`config.mk`:
```
export PLATFORM = sky130hd
export DESIGN_NAME = apb_fir_ctrl_slave
export DESIGN_NICKNAME = d
export VERILOG_FILES = /design/src/rtl/apb_fir_ctrl_slave.sv
export SDC_FILE = /design/constraint.sdc
export NUM_CORES = 1
export LEC_CHECK = 0
export CAP_MARGIN = 20
export CORE_MARGIN = 3
export CORE_UTILIZATION = 55
export DETAILED_ROUTE_END_ITERATION = 16
export PLACE_DENSITY = 0.75
export SLEW_MARGIN = 15
export SYNTH_ARGS = -nofsm -noshare
export SYNTH_HDL_FRONTEND = slang
export SYNTH_SLANG_ARGS = --single-unit
```
`constraint.sdc`:
```
create_clock -name PCLK -period 3.7 [get_ports PCLK]
set_clock_uncertainty 0.1 [all_clocks]
set_input_delay 0.37 -clock PCLK [delete_from_list [all_inputs] [get_ports PCLK]]
set_output_delay 0.37 -clock PCLK [all_outputs]
set_load 0.005 [all_outputs]
```
`src/rtl/apb_fir_ctrl_slave.sv`:
```
// APB front-end for the FIR filter: register file, coefficient RAM and a one-wait-state
// coefficient read path. The RAM read port is shared with the FIR datapath while busy.
module apb_fir_ctrl_slave #(
  parameter int  DATA_W   = 16,
  parameter int  NUM_COEF = 32,
  parameter int  SAMP_W   = 14,
  localparam int CA_W     = $clog2(NUM_COEF)
) (
  input  logic              PCLK,
  input  logic              PRESET,
  input  logic [31:0]       PADDR,
  input  logic              PSEL,
  input  logic              PENABLE,
  input  logic              PWRITE,
  input  logic [31:0]       PWDATA,
  output logic              PREADY,
  output logic [31:0]       PRDATA,
  output logic              PSLVERR,
  output logic              start,
  input  logic              busy,
  input  logic              done,
  output logic              irq,
  input  logic [CA_W-1:0]   fir_coef_addr,
  output logic [DATA_W-1:0] fir_coef_data,
  output logic [CA_W:0]     num_coef,
  output logic [SAMP_W-1:0] num_samples
);

  // state    | meaning
  // S_IDLE   | no coefficient read outstanding; regs/writes/errors complete here
  // S_RD_WAIT| RAM data for an APB coefficient read is on ram_q; complete the read
  typedef enum logic {S_IDLE, S_RD_WAIT} state_e;

  localparam int          NC_W      = CA_W + 1;
  localparam logic [31:0] COEF_BASE = 32'h100;
  localparam logic [31:0] COEF_END  = COEF_BASE + 32'(4 * NUM_COEF);
  localparam logic [31:0] DATA_MASK = (DATA_W >= 32) ? 32'hFFFF_FFFF
                                                      : ((32'd1 << DATA_W) - 32'd1);

  state_e              state_q, state_d;
  logic                start_q, irq_en_q, done_q, irq_q;
  logic [CA_W:0]       ncoef_q;
  logic [SAMP_W-1:0]   nsamp_q;
  logic [DATA_W-1:0]   mem [NUM_COEF];
  logic [DATA_W-1:0]   ram_q;

  logic                access;
  logic                hit_ctrl, hit_stat, hit_ncoef, hit_nsamp, hit_coef, hit_any;
  logic                err;
  logic [31:0]         wdata;
  logic [CA_W-1:0]     apb_idx, ram_raddr;
  logic [31:0]         reg_rdata;
  logic                pready_c, pslverr_c;
  logic [31:0]         prdata_c;
  logic                reg_we, coef_we;

  assign access    = PSEL & PENABLE;
  assign wdata     = PWDATA & DATA_MASK;
  assign hit_ctrl  = (PADDR == 32'h00);
  assign hit_stat  = (PADDR == 32'h04);
  assign hit_ncoef = (PADDR == 32'h08);
  assign hit_nsamp = (PADDR == 32'h0C);
  assign hit_coef  = (PADDR >= COEF_BASE) && (PADDR < COEF_END) && (PADDR[1:0] == 2'b00);
  assign hit_any   = hit_ctrl | hit_stat | hit_ncoef | hit_nsamp | hit_coef;
  assign apb_idx   = CA_W'((PADDR - COEF_BASE) >> 2);
  assign ram_raddr = busy ? fir_coef_addr : apb_idx;

  // Any error completes immediately and suppresses every side effect of the access.
  assign err = ~hit_any
             | (hit_coef & busy)
             | (PWRITE & hit_ctrl & PWDATA[0] & busy)
             | (PWRITE & hit_ncoef & (wdata > 32'(NUM_COEF)));

  always_comb begin
    reg_rdata = '0;
    if (hit_ctrl)       reg_rdata = {30'd0, irq_en_q, 1'b0};
    else if (hit_stat)  reg_rdata = {30'd0, done_q, busy};
    else if (hit_ncoef) reg_rdata = 32'(ncoef_q);
    else if (hit_nsamp) reg_rdata = 32'(nsamp_q);
  end

  always_comb begin
    state_d   = state_q;
    pready_c  = 1'b0;
    pslverr_c = 1'b0;
    prdata_c  = '0;
    reg_we    = 1'b0;
    coef_we   = 1'b0;
    unique case (state_q)
      S_IDLE: begin
        if (access) begin
          if (err) begin
            pready_c  = 1'b1;
            pslverr_c = 1'b1;
          end else if (hit_coef && !PWRITE) begin
            state_d = S_RD_WAIT;
          end else begin
            pready_c = 1'b1;
            if (PWRITE) begin
              reg_we  = ~hit_coef;
              coef_we = hit_coef;
            end else begin
              prdata_c = reg_rdata;
            end
          end
        end
      end
      S_RD_WAIT: begin
        state_d  = S_IDLE;
        pready_c = 1'b1;
        prdata_c = 32'(ram_q);
      end
      default: state_d = S_IDLE;
    endcase
  end

  always_ff @(posedge PCLK or posedge PRESET) begin
    if (PRESET) begin
      state_q  <= S_IDLE;
      start_q  <= 1'b0;
      irq_en_q <= 1'b0;
      done_q   <= 1'b0;
      irq_q    <= 1'b0;
      ncoef_q  <= '0;
      nsamp_q  <= '0;
    end else begin
      state_q <= state_d;
      start_q <= reg_we & hit_ctrl & PWDATA[0];
      if (reg_we && hit_ctrl)  irq_en_q <= PWDATA[1];
      if (reg_we && hit_ncoef) ncoef_q  <= NC_W'(wdata);
      if (reg_we && hit_nsamp) nsamp_q  <= SAMP_W'(wdata);
      // A done pulse coinciding with the clear keeps DONE set.
      done_q <= done | (done_q & ~(reg_we & hit_stat & PWDATA[1]));
      irq_q  <= irq_en_q & done_q;
    end
  end

  always_ff @(posedge PCLK) begin
    if (coef_we && !PRESET) mem[apb_idx] <= wdata[DATA_W-1:0];
    ram_q <= mem[ram_raddr];
  end

  // APB outputs are combinational, so force them to their reset values while PRESET is high.
  assign PREADY        = pready_c & ~PRESET;
  assign PSLVERR       = pslverr_c & ~PRESET;
  assign PRDATA        = PRESET ? 32'd0 : prdata_c;
  assign start         = start_q;
  assign irq           = irq_q;
  assign fir_coef_data = ram_q;
  assign num_coef      = ncoef_q;
  assign num_samples   = nsamp_q;

endmodule

```
### Yosys cells after proc, flatten, opt, wreduce, memory -nomap -nowiden

Memories as Yosys holds them, arrays and structs flattened. A register that Yosys moved wholly into a read port is not among the register bits.
Index checks and enable logic that the tools add are counted.

* bits in registers: 25
* memories kept: 1
* output and inout bits: 72
* memory bits (writable): 512
* logic and storage cells: 88

* reduce and logical (&&, ||, !) cells: 11
* $add $sub $neg: 1
* magnitude comparators: 3
* equal/unequal tests: 3
* bitwise gates (word level): 28
* muxes and demuxes: 34

Memories
* mem: depth 32, width 16, rd ports 1, clocked after memory_dff 1, write ports 1, line 44 `logic [DATA_W-1:0] mem [NUM_COEF];`

Operator list (number)
* $mux 32: 6
* $eq 32x4->1 const B: 2
* $pmux 32 s2: 1
* $mux 14: 3
* $eq 32x3->1 const B: 1
* $ge 32x9->1 const B: 1
* $logic_not 32->1: 1
* $lt 32x9->1 const B: 1
* $mux 1: 21
* $gt 16x6->1 const B: 1
* $and 1x1->1: 15
* $or 1x1->1: 8
* $logic_and 1x1->1: 7
* $sub 7x1->7 const B: 1
* $mux 5: 1
* $not 1->1: 5
* $pmux 1 s2: 2
* $logic_not 1->1: 2
* $logic_not 2->1: 1

### Depth between registers and ports, before layout

* depth after elaboration: 17
* depth in mapped cells: 9
* mapped depth without buffers: 5

### Worst setup path before layout

Ideal clock, no wire load.

* path type: input -> register
* from: input port busy
* to: memory mem[13][0], enable pin
* slack: 912 ps
* stages on the path: 6
* path buffers: 2
* required time: 3212 ps
* data arrival time: 2300 ps
* setup time: 388 ps
* path through: buf_6 -> buf_2 -> nand2b_1 -> nor4_1 -> nand3b_1 -> nor2_1

* longest elaborated chain between the ends: 10
* elaborated cells between the ends (all ways): 11
* those cells by class: 5 x mux; 5 x bitwise; 1 x reduce/logical

Ends and longest elaborated chain
* start: declaration: line 20 `input logic busy,`
* $and 1x1->1: line 70 `| (hit_coef & busy)`
* $or 1x1->1: line 70
* $or 1x1->1 (*): line 71 `| (PWRITE & hit_ctrl & PWDATA[0] & busy)`
* $or 1x1->1 (*): line 72 `| (PWRITE & hit_ncoef & (wdata > 32'(NUM_COEF)));`
* $mux 1 (*): line 92 `if (err) begin`
* $mux 1 (*): line 91 `if (access) begin`
* $mux 1 (*): line 89 `unique case (state_q)`
* $logic_and 1x1->1 (*): line 139 `if (coef_we && !PRESET) mem[apb_idx] <= wdata[DATA_W-1:0];`
* $mux 1 (*): line 139
* $mux 1 (not written as such) (*): line 139
* end: declaration: line 44

Mark *: on every way between the ends. The rest lies on a longest branch, timed or not.

### Worst setup path after layout

* from: input port PADDR[1]
* to: output port PRDATA[10]

* longest elaborated chain between the ends: 13
* elaborated cells between the ends (all ways): 34
* those cells by class: 2 x order compare; 3 x eq/ne; 10 x mux; 14 x bitwise; 5 x reduce/logical

Ends and longest elaborated chain
* start: declaration: line 11 `input logic [31:0] PADDR,`
* branches (longest 9 deep; another with $ge 32x9->1)
* $mux 32 (*): line 92
* $mux 32 (*): line 91
* $pmux 32 s2 (*): line 89
* $mux 32 (*): line 146 `assign PRDATA = PRESET ? 32'd0 : prdata_c;`
* end: declaration: line 17 `output logic [31:0] PRDATA,`

Mark *: on every way between the ends.

==> flow_summary.toml <==
[pwr]
pwr-share-clk = 0.380
p_sw_mw = 2.72
leakage_nw = 8.99
power_density_mw_per_mm2 = 492
p_seq_frac = 0.545
internal-power_mw = 9.93
p_total_mw = 12.6
switching_share = 0.215
share_comb_of_total_power = 0.075
ir_drop_v = 0.000296

[logic_synthesis]
synthTopCellsByCount = "edfxtp_1 (512), nand2_1 (146), mux2i_1 (135), nand3_1 (70), nor2_1 (41)"
synth_top_area_share = 0.700
ys_ff_latch = 553
yosys.cell_types.count = 51
yosys.area.top_type = "edfxtp_1"
ys_warn_count = 0
syn_avg_cell_area_sq_um = 17.0
synthArstFlopShare = 0.0452
synth_flop_cell = "edfxtp_1"
synth-edff-count = 512
syn_inst = 1292
synth_area_leaders = "edfxtp_1 (70%), mux2i_1 (6.2%), mux4_2 (3.7%)"
synth_most_common_cell = "edfxtp_1"
seq_area_frac_synth = 0.743
syn_area_sq_mm = 0.0220

[run]
maxCapViolations = 0

[timing]
max-slew-margin-rel = 0.459
finalMaxSlewViolations = 0
setup_tns_ns = 0
hold_violations = 0
setup_violations = 0
fin_crit_sh = 0.907
whs_ns = 0.0764
rsz0062_at_grt = "false"
layout_setup_ws_ns = 0.344
finalCriticalPeriod_ns = 3.36
worst_pin_slew_ns = 0.810
fmax_mhz = 298

[die]
core_area_sq_mm = 0.0390
initial_core_util = 0.563
dieArea_sq_mm = 0.0424
die_w_um = 206
die_h_um = 206
rows = 72
ios = 148

[grt]
antenna_found_initial = 0
grt_use_total = 0.246
grt_pass1_wl_mm = 76.3
grt-ovfl-total = 0
grt_pass1_vias = 11900
grt_max_degree = 65

[placed_design]
hpwl_mm = 31.6
port_buffers = 115
gp_congestion = 0.896
dpl_worst_slack_ns = 0.284

[clock_tree]
postCtsSetupRepairBufs = 0
clock_path_buffers = 3
cts_resized = 0
clock_latency_ns = 0.57
clockRootBuffer = "clkbuf_16"
cts_tree = "done"
path_clk_slew_ns = 0.06
numCtsBuffers = 50
htree_levels = 2
cts_hold_buf = 0
cts_sinks = 553

[routing]
viasPerCell = 6.08
drt_pass1_iterations = 5
remaining_drc_errors = 0
finalWirelength_mm = 52.3
ant_nets = 0
wl_per_cell_um = 25.6
vias = 12400
drt_iter0_markers = 1346

[setup_path]
cp-end-kind = "primary output"
cp.arrival_ns = 2.89
critPathLaunchType = "primary input"
required_ns = 3.23
critPathKind = "in2out"
crit_fanout = 8
ff2ff_path_depth = 7

[finish]
areaGrowthSynthToFinish_pct = 16.9
final_nets = 1560
drive_above_1_share = 0.157
final_util = 0.659

[status]
outcome = "finished, final reports clean"

[worst_hold_path]
hp-class = "in2async"
[routing by layer]
layer,global-route usage,up-vias,wire length [um]
met5,0,-,0
met4,0.0662,0,1370
met3,0.0468,74,5220
met2,0.406,667,25500
met1,0.343,6227,20200
li1,-,5446,-
[metrics by stage]
step	cell area, sq um	cells
2_1_floorplan	22000	1307
3_3_place_gp	24100	1950
3_5_place_dp	24100	1950
4_1_cts	25700	2042
5_1_grt	25700	2042
6_report	25700	2043
[flip-flops by register name, indices dropped and copies added, names as in the netlist]
register and count:
start 1, irq_en_q 1, state_q 1, num_coef 6
fir_coef_data 16, done_q 1, irq 1, mem 512
num_samples 14
[cells by family after synthesis]
group | Yosys count | share of synthesized area
flip-flops | 553 | 0.743
AND/OR/NAND/NOR | 316 | 0.0657
multiplexers | 209 | 0.127
other | 1 | 0.000171
buffers and inverters | 88 | 0.0230
AO/OA/AOI/OAI | 125 | 0.0412
[cell type report]
cell class / count / area [sq um]
Clock inverter: 24 / 115
Sequential cell: 553 / 16300
Tap cell: 518 / 648
Multi-Input combinational cell: 666 / 5240
Timing Repair Buffer: 208 / 1920
Antenna cell: 1 / 2.50
Inverter: 5 / 18.8
Fill cell: 2517 / 13300
Clock buffer: 68 / 1420
[final timing paths]
| path | from | end | slack (ns) |
|---|---|---|---|
| hold / removal | PRESET | irq_en_q | 0.08 |
| min in group PCLK | done | done_q | 0.30 |
| setup reg to reg | state_q | mem[11][6] | 0.84 |
| setup / recovery | PADDR[1] | PRDATA[10] | 0.34 |
| max in group asynchronous | PRESET | num_coef[1] | 2.89 |
| hold reg to reg | done_q | done_q | 0.42 |
[layout by cell type (no fill, tap or decap), types with 5 or more instances in the layout]
cell type,synthesis,final
nor2_1,41,41
clkbuf_8,0,8
a211oi_2,8,8
conb_1,1,16
edfxtp_1,512,512
o21ai_0,8,8
mux4_1,13,13
nor4_1,24,24
nand3_1,70,70
a211oi_1,8,8
clkdlybuf4s50_1,0,115
nand2_1,146,146
clkinv_2,0,12
inv_1,5,5
clkbuf_16,0,51
and3_1,5,5
a21oi_1,33,33
dfrtp_1,25,25
mux2i_1,135,133
dfxtp_1,16,16
clkinv_1,0,10
buf_12,2,6
buf_4,24,87
clkbuf_1,31,9
o221ai_1,16,16
a22o_1,24,24
mux2_2,22,21
o22ai_1,18,18
mux4_2,36,36
[power groups by stage]
stage          sequential [mW]  combinational (mW)  clock, mW
4_1_cts                   6.89               0.944       4.86
5_1_grt                   6.89                1.00       5.12
3_3_place_gp              7.03               0.918          0
6_report                  6.90               0.944       4.81
2_1_floorplan             7.01               0.486          0
3_5_place_dp              7.03               0.937          0
[worst max-delay path, stage by stage]
cell	delay (ns)
clkdlybuf4s50_1	0.39
nor3_1	0.39
nand3_1	0.20
nor2_1	0.35
and4b_1	0.46
a22o_1	0.21
clkdlybuf4s50_1	0.51
(Power assumes the default switching activity.)
